--- src/rtl/instr_fetch_buffer_if.sv ---
// Fetch-side bundle between the PC block, instruction memory and decode.
// Handshakes: a transfer happens on a cycle where valid and ready are both 1; valid may not depend on ready.
interface instr_fetch_buffer_if #(
    parameter int DEPTH  = 4,
    parameter int ADDR_W = 32,
    parameter int DATA_W = 32
);
    localparam int CNT_W = $clog2(DEPTH) + 1;

    logic [ADDR_W-1:0] pc_i;
    logic              pc_valid_i;
    logic              pc_ready_o;
    logic              flush_i;
    logic              imem_req_o;
    logic [ADDR_W-1:0] imem_addr_o;
    logic              imem_rvalid_i;
    logic [DATA_W-1:0] imem_rdata_i;
    logic [DATA_W-1:0] inst_o;
    logic [ADDR_W-1:0] inst_pc_o;
    logic              inst_valid_o;
    logic              inst_ready_i;
    logic [CNT_W-1:0]  count_o;
    logic              proto_err_o;

    modport slave (
        input  pc_i, pc_valid_i, flush_i, imem_rvalid_i, imem_rdata_i, inst_ready_i,
        output pc_ready_o, imem_req_o, imem_addr_o, inst_o, inst_pc_o, inst_valid_o,
               count_o, proto_err_o
    );

    modport master (
        output pc_i, pc_valid_i, flush_i, imem_rvalid_i, imem_rdata_i, inst_ready_i,
        input  pc_ready_o, imem_req_o, imem_addr_o, inst_o, inst_pc_o, inst_valid_o,
               count_o, proto_err_o
    );
endinterface

--- src/rtl/instr_fetch_buffer.sv ---
// In-order instruction fetch buffer: one entry is allocated per memory request and filled
// by the in-order response; a redirect flushes the entries and drops responses still in flight.
module instr_fetch_buffer #(
    parameter int DEPTH  = 4,
    parameter int ADDR_W = 32,
    parameter int DATA_W = 32
) (
    input logic clk_i,
    input logic rst_ni,
    instr_fetch_buffer_if.slave bus
);
    localparam int PTR_W  = $clog2(DEPTH);
    localparam int CNT_W  = PTR_W + 1;
    localparam int DROP_W = PTR_W + 2;

    logic [ADDR_W-1:0] pc_mem   [DEPTH];
    logic [DATA_W-1:0] data_mem [DEPTH];
    logic [DEPTH-1:0]  filled;
    logic [PTR_W-1:0]  alloc_ptr;
    logic [PTR_W-1:0]  fill_ptr;
    logic [PTR_W-1:0]  rd_ptr;
    logic [CNT_W-1:0]  count;
    logic [CNT_W-1:0]  pend_cnt;
    logic [DROP_W-1:0] drop_cnt;
    logic              proto_err;

    logic head_valid;
    logic pop;
    logic ready;
    logic issue;
    logic resp_drop;
    logic resp_fill;
    logic resp_err;

    assign head_valid = filled[rd_ptr] && (count != '0) && !bus.flush_i;
    assign pop        = head_valid && bus.inst_ready_i;
    assign ready      = !bus.flush_i && ((count < CNT_W'(DEPTH)) || pop);
    assign issue      = bus.pc_valid_i && ready;

    // A response first pays off pending drops, then fills the oldest outstanding entry.
    assign resp_drop = bus.imem_rvalid_i && (drop_cnt != '0);
    assign resp_fill = bus.imem_rvalid_i && (drop_cnt == '0) && (pend_cnt != '0);
    assign resp_err  = bus.imem_rvalid_i && (drop_cnt == '0) && (pend_cnt == '0);

    assign bus.pc_ready_o   = ready;
    assign bus.imem_req_o   = issue;
    assign bus.imem_addr_o  = {bus.pc_i[ADDR_W-1:2], 2'b00};
    assign bus.inst_o       = data_mem[rd_ptr];
    assign bus.inst_pc_o    = pc_mem[rd_ptr];
    assign bus.inst_valid_o = head_valid;
    assign bus.count_o      = count;
    assign bus.proto_err_o  = proto_err;

    always_ff @(posedge clk_i) begin
        if (!rst_ni) begin
            alloc_ptr <= '0;
            fill_ptr  <= '0;
            rd_ptr    <= '0;
            count     <= '0;
            pend_cnt  <= '0;
            drop_cnt  <= '0;
            filled    <= '0;
            proto_err <= 1'b0;
            for (int i = 0; i < DEPTH; i++) begin
                pc_mem[i]   <= '0;
                data_mem[i] <= '0;
            end
        end else if (bus.flush_i) begin
            alloc_ptr <= '0;
            fill_ptr  <= '0;
            rd_ptr    <= '0;
            count     <= '0;
            pend_cnt  <= '0;
            filled    <= '0;
            // Everything still outstanding becomes a drop; a coincident response is one of them.
            drop_cnt  <= drop_cnt + DROP_W'(pend_cnt) - DROP_W'(resp_drop || resp_fill);
            if (resp_err) proto_err <= 1'b1;
        end else begin
            if (resp_drop) drop_cnt <= drop_cnt - DROP_W'(1);
            if (resp_err)  proto_err <= 1'b1;
            if (resp_fill) begin
                data_mem[fill_ptr] <= bus.imem_rdata_i;
                filled[fill_ptr]   <= 1'b1;
                fill_ptr           <= fill_ptr + PTR_W'(1);
            end
            if (pop) begin
                filled[rd_ptr] <= 1'b0;
                rd_ptr         <= rd_ptr + PTR_W'(1);
            end
            // When full, the issued slot is the one being popped this cycle.
            if (issue) begin
                pc_mem[alloc_ptr] <= bus.pc_i;
                filled[alloc_ptr] <= 1'b0;
                alloc_ptr         <= alloc_ptr + PTR_W'(1);
            end
            count    <= count + CNT_W'(issue) - CNT_W'(pop);
            pend_cnt <= pend_cnt + CNT_W'(issue) - CNT_W'(resp_fill);
        end
    end
endmodule

--- src/flat_wrapper.sv ---
// flat-port wrapper written by rule: the top's interface ports become plain ports
module instr_fetch_buffer_flat 
#(
    parameter int DEPTH  = 4,
    parameter int ADDR_W = 32,
    parameter int DATA_W = 32
)
  (clk_i, rst_ni, bus_pc_i, bus_pc_valid_i, bus_flush_i, bus_imem_rvalid_i, bus_imem_rdata_i, bus_inst_ready_i, bus_pc_ready_o, bus_imem_req_o, bus_imem_addr_o, bus_inst_o, bus_inst_pc_o, bus_inst_valid_o, bus_count_o, bus_proto_err_o);
  instr_fetch_buffer_if #(.DEPTH(DEPTH), .ADDR_W(ADDR_W), .DATA_W(DATA_W)) bus_i ();
  input logic clk_i;
  input logic rst_ni;
  input wire logic [$bits(bus_i.pc_i)-1:0] bus_pc_i;
  input wire logic [$bits(bus_i.pc_valid_i)-1:0] bus_pc_valid_i;
  input wire logic [$bits(bus_i.flush_i)-1:0] bus_flush_i;
  input wire logic [$bits(bus_i.imem_rvalid_i)-1:0] bus_imem_rvalid_i;
  input wire logic [$bits(bus_i.imem_rdata_i)-1:0] bus_imem_rdata_i;
  input wire logic [$bits(bus_i.inst_ready_i)-1:0] bus_inst_ready_i;
  output wire logic [$bits(bus_i.pc_ready_o)-1:0] bus_pc_ready_o;
  output wire logic [$bits(bus_i.imem_req_o)-1:0] bus_imem_req_o;
  output wire logic [$bits(bus_i.imem_addr_o)-1:0] bus_imem_addr_o;
  output wire logic [$bits(bus_i.inst_o)-1:0] bus_inst_o;
  output wire logic [$bits(bus_i.inst_pc_o)-1:0] bus_inst_pc_o;
  output wire logic [$bits(bus_i.inst_valid_o)-1:0] bus_inst_valid_o;
  output wire logic [$bits(bus_i.count_o)-1:0] bus_count_o;
  output wire logic [$bits(bus_i.proto_err_o)-1:0] bus_proto_err_o;
  assign bus_i.pc_i = bus_pc_i;
  assign bus_i.pc_valid_i = bus_pc_valid_i;
  assign bus_i.flush_i = bus_flush_i;
  assign bus_i.imem_rvalid_i = bus_imem_rvalid_i;
  assign bus_i.imem_rdata_i = bus_imem_rdata_i;
  assign bus_i.inst_ready_i = bus_inst_ready_i;
  assign bus_pc_ready_o = bus_i.pc_ready_o;
  assign bus_imem_req_o = bus_i.imem_req_o;
  assign bus_imem_addr_o = bus_i.imem_addr_o;
  assign bus_inst_o = bus_i.inst_o;
  assign bus_inst_pc_o = bus_i.inst_pc_o;
  assign bus_inst_valid_o = bus_i.inst_valid_o;
  assign bus_count_o = bus_i.count_o;
  assign bus_proto_err_o = bus_i.proto_err_o;
  instr_fetch_buffer #(.DEPTH(DEPTH), .ADDR_W(ADDR_W), .DATA_W(DATA_W)) u_core (.clk_i(clk_i), .rst_ni(rst_ni), .bus(bus_i));
endmodule
--- config.mk ---
export PLATFORM = sky130hd
export DESIGN_NAME = instr_fetch_buffer_flat
export DESIGN_NICKNAME = d
export VERILOG_FILES = /design/src/rtl/instr_fetch_buffer_if.sv /design/src/rtl/instr_fetch_buffer.sv /design/src/flat_wrapper.sv
export SDC_FILE = /design/constraint.sdc
export NUM_CORES = 1
export LEC_CHECK = 0
export BUFFER_PORTS_ARGS = -buffer_cell sky130_fd_sc_hd__buf_2
export CAP_MARGIN = 20
export CORE_MARGIN = 5
export CORE_UTILIZATION = 40
export DETAILED_ROUTE_END_ITERATION = 8
export PLACE_DENSITY = 0.62
export SYNTH_ARGS = -nofsm -noshare
export SYNTH_HDL_FRONTEND = slang
export SYNTH_SLANG_ARGS = --single-unit
--- constraint.sdc ---
create_clock -name clk_i -period 12.5 [get_ports clk_i]
set_input_delay 2.5 -clock clk_i [delete_from_list [all_inputs] [get_ports clk_i]]
set_output_delay 2.5 -clock clk_i [all_outputs]
set_load 0.01 [all_outputs]
==> flow_metrics.py, run 1 <==
metrics = {
    "outcome": {
        "status": "completed",
    },
    "clock_network": {
        "cts_tree": "yes",
        "cts.sinks": 279,
        "cts_resized": 0,
        "ctsHoldBuffers": 0,
        "clk_pin_slew_ps": 60,
        "clock_latency_ps": 540,
        "htreeDepth": 1,
        "clockRootBuffer": "clkbuf_16",
        "numCtsBuffers": 29,
        "cts_buffer_depth": 3,
        "post_cts_buffers": 0,
    },
    "logic_synthesis": {
        "ys_ff_latch": 279,
        "synth.distinct_cells": 45,
        "netlist_area_um2": 12800,
        "ys.flop_type": "edfxtp_1",
        "avgSynthCellArea_um2": 14.7,
        "synth_cells": 865,
        "ys_warn_count": 0,
        "ys_seq_area_frac": 0.639,
        "async_flop_share": 0,
        "synth_edf_count": 256,
    },
    "worst_setup_path": {
        "critical_path_required_ps": 10000,
        "worst-setup-path-type": "in -> out",
        "endpoint_kind": "output pin",
        "path_max_fanout": 43,
        "cp.arrival_ps": 3510,
        "start_kind": "primary input",
    },
    "timing": {
        "setup_viol": 0,
        "finalCriticalPeriod_ps": 6010,
        "hold_viol": 0,
        "fin_setup_tns_ps": 0,
        "rsz0062_at_grt": "false",
        "tightest_slew_ps": 1070,
        "slew_violations": 0,
        "final.setup_skew_ps": 18.6,
        "max_freq_ghz": 0.166,
        "maxSlewHeadroom": 0.284,
        "min_period_over_period": 0.481,
        "hold-worst-slack_ps": 503,
    },
    "power": {
        "finalPower_mw": 2.14,
        "p_leak_nw": 5.57,
        "p_switching_mw": 0.474,
        "cellPowerDensity_nw_per_um2": 145,
        "power.share.clock": 0.408,
        "intPower_mw": 1.67,
        "p_seq_frac": 0.502,
        "vdd_drop_max_mv": 0.104,
        "sw_frac_of_total": 0.222,
        "combPwrFrac": 0.090,
    },
    "final_layout": {
        "nets": 1095,
        "multi_input_area_um2": 4050,
        "final_cells": 1422,
        "n_fill_cell": 2832,
        "regArea_um2": 8150,
        "drive_gt1_frac": 0.333,
        "area_delta_synth_final_pct": 15.4,
    },
    "detailed_routing": {
        "drt-total-wl_um": 27200,
        "drt_iter0_markers": 436,
        "wl_per_cell_um": 19.2,
        "drtPass1Iterations": 4,
        "viasPerCell": 4.95,
        "via_count": 7034,
        "final_antenna_net_count": 0,
        "drc_errors": 0,
    },
    "placed_design": {
        "io_buffers": 170,
        "placedCellCount": 1369,
        "place_congestion": 0.739,
        "dp_hpwl_um": 16100,
    },
    "run": {
        "maxCapViolCount": 0,
    },
    "grt": {
        "grtUsageTotal": 0.152,
        "grt_first_pass_wirelength_um": 42600,
        "grt_antenna_before_repair": 2,
        "grt-ovfl-total": 0,
        "grt_max_degree": 44,
        "grt_pass1_vias": 7590,
    },
    "die": {
        "io_pins": 173,
        "fp-row-count": 65,
        "start_util": 0.404,
        "die-area_um2": 35600,
        "core_um2": 31600,
        "fp.dieW_um": 189,
        "die_h_um": 189,
    },
    "worst_hold_path": {
        "hold_path.class": "reg -> reg",
    },
}
final cells by class:
type                       count  share of cell area
clock inverter                18              0.0147
inverter                      25             0.00638
sequential                   279               0.554
timing repair buffer         184              0.0649
tap                          402              0.0342
clock buffer                  32              0.0501
multi-input combinational    479               0.275
antenna                        3            0.000510
stage by stage:
step                      utilization  setup slack, ps  cell area, um^2
final                           0.466             6490            14700
after global routing            0.466             6410            14700
after CTS                       0.466             6460            14700
after detailed placement        0.436             6460            13800
after global placement          0.436             6470            13800
after floorplan                     -             6460            12800
cell usage in the layout (no fill, tap or decap), types with 2 or more instances in the layout:
master,Yosys,layout
o31ai_4,0,2
o21ai_0,6,4
a2111oi_2,4,4
or2_2,0,2
ha_1,24,24
inv_6,0,2
nand3_1,2,2
xnor2_1,6,6
nor3b_1,4,4
clkinv_2,0,2
nand4_1,3,3
and2_1,131,130
buf_4,39,14
nor2_1,110,110
fa_1,3,3
o31ai_1,4,2
conb_1,1,2
nor3_1,4,4
buf_2,21,170
nand3b_1,3,3
mux4_2,65,65
dfxtp_1,23,21
nand2_1,37,37
inv_1,25,25
nand4b_1,2,2
nor2b_1,3,3
a21oi_1,8,8
xor2_1,2,2
nand2b_1,7,6
clkbuf_1,17,3
edfxtp_1,256,256
nor2_2,30,30
and3_1,3,3
clkbuf_16,0,29
diode_2,0,3
o21ai_4,0,2
bufinv_16,0,5
clkinv_1,0,8
cells in the mapped netlist, types with 4 or more instances:
master	n	area share
edfxtp_1	256	0.60
inv_1	25	0.0074
a21oi_1	8	0.0031
dfxtp_1	23	0.036
xnor2_1	6	0.0041
a2111oi_2	4	0.0047
buf_4	39	0.023
o31ai_1	4	0.0024
nor2_2	30	0.015
nor3_1	4	0.0016
buf_2	21	0.0082
clkbuf_1	17	0.0050
nor3b_1	4	0.0024
o21ai_0	6	0.0024
nor2_1	110	0.032
mux4_2	65	0.11
nand2b_1	7	0.0034
ha_1	24	0.024
buf_6	5	0.0044
and2_1	131	0.064
nand2_1	37	0.011
metal layers:
| metal | vias to the layer above | wire (um) | global-route usage |
|---|---|---|---|
| met2 | 135 | 13800 | 0.264 |
| met4 | 0 | 598 | 0.0423 |
| met1 | 3518 | 11700 | 0.201 |
| met5 | - | 0 | 0 |
| met3 | 40 | 1120 | 0.0213 |
| li1 | 3341 | - | - |
power by group through the flow:
stage / Sequential [mW] / Combinational [mW] / Clock [mW]
after floorplan: 1.09 / 0.136 / 0
after global placement: 1.09 / 0.194 / 0
after detailed placement: 1.09 / 0.197 / 0
after CTS: 1.07 / 0.198 / 0.893
after global routing: 1.08 / 0.217 / 0.931
final: 1.07 / 0.193 / 0.873
cell families after synthesis:
logic type	Yosys count	share of synthesized area
compound gates	28	0.0175
xor+xnor	8	0.00549
fa+ha+maj	27	0.0282
buf+inv	108	0.0483
flops	279	0.639
mux	67	0.116
other cells	1	0.000294
simple gates	347	0.145
path summary, 6_finish.rpt:
kind,startpoint,end,slack [ps],depth (start not counted)
worst max register to register,u_core.rd_ptr[0]$_SDFFE_PP0N_,u_core.bus.count_o[2]$_SDFF_PP0_,8850,13
worst min register to register,u_core.drop_cnt[3]$_SDFFE_PN0P_,u_core.drop_cnt[3]$_SDFFE_PN0P_,500,2
worst min-delay path,u_core.drop_cnt[3]$_SDFFE_PN0P_,u_core.drop_cnt[3]$_SDFFE_PN0P_,500,2
worst max-delay path,bus_inst_ready_i,bus_imem_req_o,6490,5
state kept, by name (all words and copies together), names as in the netlist, named ones only:
signal / flops
u_core.alloc_ptr: 2
u_core.bus.count_o: 3
u_core.bus.proto_err_o: 1
u_core.data_mem: 128
u_core.drop_cnt: 4
u_core.fill_ptr: 2
u_core.filled: 4
u_core.pc_mem: 128
u_core.pend_cnt: 3
u_core.rd_ptr: 2
worst max-delay path: stages:
cell and delay (ps):
buf_2 120, a21boi_4 130, buf_4 450, nor2_1 140, buf_2 170
(Power assumes the default switching activity.)
==> run 2: changes to the inputs <==
--- a/config.mk
+++ b/config.mk
@@ -5,12 +5,13 @@
 export SDC_FILE = /design/constraint.sdc
 export NUM_CORES = 1
 export LEC_CHECK = 0
+export ABC_AREA = 1
 export BUFFER_PORTS_ARGS = -buffer_cell sky130_fd_sc_hd__buf_2
 export CAP_MARGIN = 20
 export CORE_MARGIN = 5
 export CORE_UTILIZATION = 40
 export DETAILED_ROUTE_END_ITERATION = 8
-export PLACE_DENSITY = 0.62
+export PLACE_DENSITY = 0.64
 export SYNTH_ARGS = -nofsm -noshare
 export SYNTH_HDL_FRONTEND = slang
 export SYNTH_SLANG_ARGS = --single-unit
==> constraint.sdc (replaced) <==
create_clock -name clk_i -period 4.9 [get_ports clk_i]
set_input_delay 0.98 -clock clk_i [delete_from_list [all_inputs] [get_ports clk_i]]
set_output_delay 0.98 -clock clk_i [all_outputs]
set_load 0.01 [all_outputs]
==> flow_metrics.py, run 2 <==
metrics = {
    "power": {
        "p_seq_frac": 0.527,
        "power.share.clock": 0.392,
        "sw_frac_of_total": 0.231,
        "cellPowerDensity_nw_per_um2": 358,
        "intPower_mw": 4.00,
        "p_leak_nw": 6.03,
        "combPwrFrac": 0.082,
        "vdd_drop_max_mv": 0.315,
        "p_switching_mw": 1.20,
    },
    "die": {
        "die_h_um": 188,
        "die-area_um2": 35500,
        "fp-row-count": 65,
        "io_pins": 173,
        "core_um2": 31500,
        "fp.dieW_um": 188,
        "start_util": 0.404,
    },
    "grt": {
        "grt_first_pass_wirelength_um": 47000,
        "grt_pass1_vias": 8877,
        "grt_antenna_before_repair": 0,
        "grt-ovfl-total": 0,
        "grtUsageTotal": 0.162,
        "grt_max_degree": 89,
    },
    "worst_setup_path": {
        "cp_cell_sequence": "buf_4 -> o21ai_0 -> o22ai_1 -> buf_2",
        "endpoint_kind": "output pin",
        "start_kind": "register",
        "cpPeakStageDelay_ps": 720,
        "cp.arrival_ps": 2740,
        "critical_path_required_ps": 3920,
        "cp_slowest_cell": "buf_4",
        "critPathBufInv": 2,
        "cp_top_family": "buffers and inverters",
        "worst-setup-path-type": "reg -> out",
        "path_max_fanout": 88,
    },
    "detailed_routing": {
        "drtPass1Iterations": 5,
        "drt_iter0_markers": 535,
        "via_count": 8858,
        "viasPerCell": 5.06,
        "drt-total-wl_um": 29800,
        "final_antenna_net_count": 0,
        "drc_errors": 0,
        "wl_per_cell_um": 17.0,
    },
    "clock_network": {
        "clockRootBuffer": "clkbuf_16",
        "clk_pin_slew_ps": 60,
        "cts_buffer_depth": 3,
        "cts_tree": "yes",
        "cts_resized": 0,
        "cts.sinks": 279,
        "numCtsBuffers": 30,
        "clock_latency_ps": 540,
        "ctsHoldBuffers": 0,
        "htreeDepth": 1,
        "post_cts_buffers": 0,
    },
    "final_layout": {
        "drive_gt1_frac": 0.192,
        "nets": 1421,
        "final_common_cell": "nor2_1",
        "diodes": 0,
        "fin_util": 0.461,
        "biggestRegsByFlops": "u_core.data_mem x128, u_core.pc_mem x128",
        "area_delta_synth_final_pct": 14.0,
        "mostFrequentLayoutCells": "nor2_1, edfxtp_1, buf_2, o21ai_0, inv_1",
    },
    "timing": {
        "maxSlewHeadroom": 0.382,
        "final.setup_skew_ps": 8.88,
        "setup_viol": 0,
        "tightest_slew_ps": 924,
        "slew_violations": 0,
        "max_freq_ghz": 0.269,
        "rsz0062_at_grt": "false",
        "finalCriticalPeriod_ps": 3720,
        "min_period_over_period": 0.759,
        "fin_setup_tns_ps": 0,
        "hold_viol": 0,
    },
    "logic_synthesis": {
        "synth_edf_count": 256,
        "synth_cells": 1209,
        "ys_ff_latch": 279,
        "synth_top_cell_by_area": "edfxtp_1",
        "ys.flop_type": "edfxtp_1",
        "ys_warn_count": 0,
        "ys_seq_area_frac": 0.640,
        "synth.distinct_cells": 35,
        "yosys-top-cells-count": "nor2_1, edfxtp_1, o21ai_0",
        "netlist_area_um2": 12700,
        "avgSynthCellArea_um2": 10.5,
        "synth.most_common_cell": "nor2_1",
        "synth_area_leaders": "edfxtp_1, nor2_1, o21ai_0",
        "yosysTopAreaCellShare": 0.604,
        "async_flop_share": 0,
    },
    "placed_design": {
        "io_buffers": 170,
        "place_congestion": 0.735,
        "dp_hpwl_um": 17700,
    },
    "outcome": {
        "status": "completed",
    },
    "worst_hold_path": {
        "hold_path.class": "reg -> reg",
    },
    "run": {
        "maxCapViolCount": 0,
    },
}
## run 2: changes by cell type after synthesis, moves of 9 or more
cell      previous run  this run
mux4_2              65         0
nor3_1               4        28
inv_1               25       102
buf_2               21         7
nor2_2              30         2
nor2_1             110       363
o22ai_1              0        64
clkbuf_1            17        46
o21ai_0              6       142
and2_1             131         0
a21oi_1              8        17
## run 2: metal layers
metal | GRT usage | part of all wire | vias to the layer above
li1 | - | - | 4313
met1 | 0.212 | 0.43 | 4247
met2 | 0.289 | 0.50 | 258
met3 | 0.0256 | 0.059 | 40
met4 | 0.0300 | 0.018 | 0
met5 | 0 | 0 | -
## run 2: cells by family (layout without fill, tap and decap cells)
logic type	after synthesis	count (layout)	share of synthesized area
AND/OR/NAND/NOR	455	455	0.148
flip-flops	279	279	0.640
other	1	2	0.000295
buffers and inverters	212	349	0.0799
adder cells (fa/ha/maj)	27	27	0.0283
XOR/XNOR	6	6	0.00413
AO/OA/AOI/OAI	229	229	0.0991
## run 2: final timing paths
check	slack (ps)	startpoint	depth (start not counted)	end
max	1180	register	4	bus_inst_o[30]
min	510	u_core.bus.proto_err_o$_SDFFE_PN0P_	2	u_core.bus.proto_err_o$_SDFFE_PN0P_
max reg2reg	1950	u_core.rd_ptr[0]$_SDFFE_PP0N_	10	u_core.pc_mem[0][31]$_SDFFCE_PN0P_
min reg2reg	510	u_core.bus.proto_err_o$_SDFFE_PN0P_	2	u_core.bus.proto_err_o$_SDFFE_PN0P_
## run 2: layout make-up
cell class                      count  area [um^2]
Tap cell                          402          503
Inverter                          110          418
Clock buffer                       37          798
Timing Repair Buffer              184          968
Clock inverter                     18         87.6
Sequential cell                   279         8150
Fill cell                        2962        17000
Multi-Input combinational cell    719         3580
## run 2: power by group through the flow
stage	combinational, mW	sequential [mW]	clock [mW]
after floorplan	0.292	2.78	0
after global placement	0.423	2.78	0
after detailed placement	0.431	2.79	0
after CTS	0.433	2.74	2.08
after global routing	0.484	2.75	2.17
final	0.424	2.74	2.03
## run 2: through the flow
step                worst slack [ps]  power [mW]  hold slack (ps)  instance area (um^2)  std cells
CTS                             1130        5.25              506                 14500       1748
global route                    1020        5.40              571                 14500       1749
floorplan                        502        3.07              487                 12700       1210
global placement                1400        3.21              507                 13600       1693
finish                          1180        5.19              506                 14500       1749
detailed placement              1340        3.22              489                 13600       1693
## run 2: tightest hold or removal path, stage by stage, from the launching register on
cell     delay, ps
dfxtp_1        350
a31oi_1         50
nor2_1          70
==> run 3: changes to the inputs <==
==> constraint.sdc (replaced) <==
create_clock -name clk_i -period 3.4 [get_ports clk_i]
set_input_delay 0.68 -clock clk_i [delete_from_list [all_inputs] [get_ports clk_i]]
set_output_delay 0.68 -clock clk_i [all_outputs]
set_load 0.01 [all_outputs]
==> flow_metrics.py, run 3 (same netlist as run 2, synthesis figures left out) <==
metrics = {
    "placed_design": {
        "post-place-ws_ps": 703,
        "place_congestion": 0.760,
        "placed_area_um2": 13700,
        "io_buffers": 170,
        "dp_hpwl_um": 18200,
        "placedCellCount": 1707,
    },
    "final_layout": {
        "design_area_um2": 14500,
        "regArea_um2": 8150,
        "diodes": 0,
        "fin_util": 0.462,
        "nets": 1433,
        "drive_gt1_frac": 0.193,
        "area_delta_synth_final_pct": 14.3,
        "biggestRegsByFlops": "u_core.data_mem x128, u_core.pc_mem x128",
        "mostFrequentLayoutCells": "nor2_1, edfxtp_1, buf_2, o21ai_0, inv_1",
        "final_common_cell": "nor2_1",
        "n_fill_cell": 2930,
        "multi_input_area_um2": 3570,
        "final_cells": 1760,
    },
    "die": {
        "io_pins": 173,
        "core_um2": 31500,
        "fp-row-count": 65,
        "die-area_um2": 35500,
        "start_util": 0.404,
        "die_h_um": 188,
        "fp.dieW_um": 188,
    },
    "detailed_routing": {
        "drc_errors": 0,
        "final_antenna_net_count": 0,
        "viasPerCell": 5.06,
        "via_count": 8898,
        "drt-total-wl_um": 30500,
        "drtPass1Iterations": 4,
        "wl_per_cell_um": 17.3,
        "drt_iter0_markers": 571,
    },
    "timing": {
        "hold_viol": 0,
        "fin_setup_tns_ps": 0,
        "fin_ws_ps": 305,
        "rsz0062_at_grt": "false",
        "tightest_slew_ps": 816,
        "finalCriticalPeriod_ps": 3090,
        "min_period_over_period": 0.910,
        "hold-worst-slack_ps": 449,
        "max_freq_ghz": 0.323,
        "maxSlewHeadroom": 0.456,
        "final.setup_skew_ps": 22.1,
        "setup_viol": 0,
        "slew_violations": 0,
    },
    "power": {
        "p_leak_nw": 6.05,
        "finalPower_mw": 7.45,
        "cellPowerDensity_nw_per_um2": 512,
        "vdd_drop_max_mv": 0.382,
    },
    "worst_hold_path": {
        "hold_path.class": "in -> reg",
    },
    "clock_network": {
        "clk_pin_slew_ps": 60,
        "clockRootBuffer": "clkbuf_16",
        "clock_latency_ps": 550,
        "htreeDepth": 1,
        "cts_resized": 0,
        "cts.sinks": 279,
        "ctsHoldBuffers": 0,
        "numCtsBuffers": 29,
        "cts_tree": "yes",
        "cts_buffer_depth": 3,
        "post_cts_buffers": 0,
    },
    "worst_setup_path": {
        "cp_slowest_cell": "dfxtp_4",
        "worst-setup-path-type": "reg -> out",
        "critical_path_required_ps": 2720,
        "start_kind": "register",
        "cpPeakStageDelay_ps": 580,
        "path_max_fanout": 56,
        "endpoint_kind": "output pin",
        "cp.arrival_ps": 2410,
        "cp_cell_sequence": "buf_4 -> o21ai_0 -> o22ai_1 -> buf_2",
    },
    "grt": {
        "grt_first_pass_wirelength_um": 48100,
        "grt_max_degree": 65,
        "grt_pass1_vias": 8991,
        "grt_antenna_before_repair": 0,
        "grtUsageTotal": 0.167,
        "grt-ovfl-total": 0,
    },
    "run": {
        "maxCapViolCount": 0,
    },
    "outcome": {
        "status": "completed",
    },
}
## run 3: worst paths after layout
| kind | start | endpoint | slack [ps] | cells past startpoint |
|---|---|---|---|---|
| hold / removal | bus_imem_rvalid_i | u_core.bus.proto_err_o$_SDFFE_PN0P_ | 450 | 3 |
| hold reg to reg | u_core.bus.proto_err_o$_SDFFE_PN0P_ | u_core.bus.proto_err_o$_SDFFE_PN0P_ | 510 | 2 |
| setup reg to reg | u_core.drop_cnt[0]$_SDFFE_PN0P_ | u_core.drop_cnt[3]$_SDFFE_PN0P_ | 870 | 17 |
| setup / recovery | register | bus_inst_o[26] | 310 | 4 |
## run 3: critical path: cells and delay by family (launching register included)
family          cells  cell delay [ps]
compound gates      2              530
buf+inv             2              740
flops               1              580
## run 3: where the power goes
| group | internal, mW | switching, mW |
|---|---|---|
| registers | 3.89 | 0.0504 |
| clock network | 1.62 | 1.26 |
| logic | 0.219 | 0.404 |
## run 3: per-layer routing
layer  vias to the layer above  track usage  wire [um]  share of wire
li1                       4326            -          -              -
met1                      4261        0.218      13100           0.43
met2                       268        0.294      15000           0.49
met3                        43       0.0259       1750          0.057
met4                         0       0.0378        654          0.021
met5                         -            0          0              0
## run 3: area by class of cell
class	instances	area share
flip-flops and latches	279	0.560
multi-input cells	719	0.246
repair buffers	197	0.0724
clock buffers	46	0.0556
well taps	402	0.0346
inverters	110	0.0287
clock inverters	7	0.00267
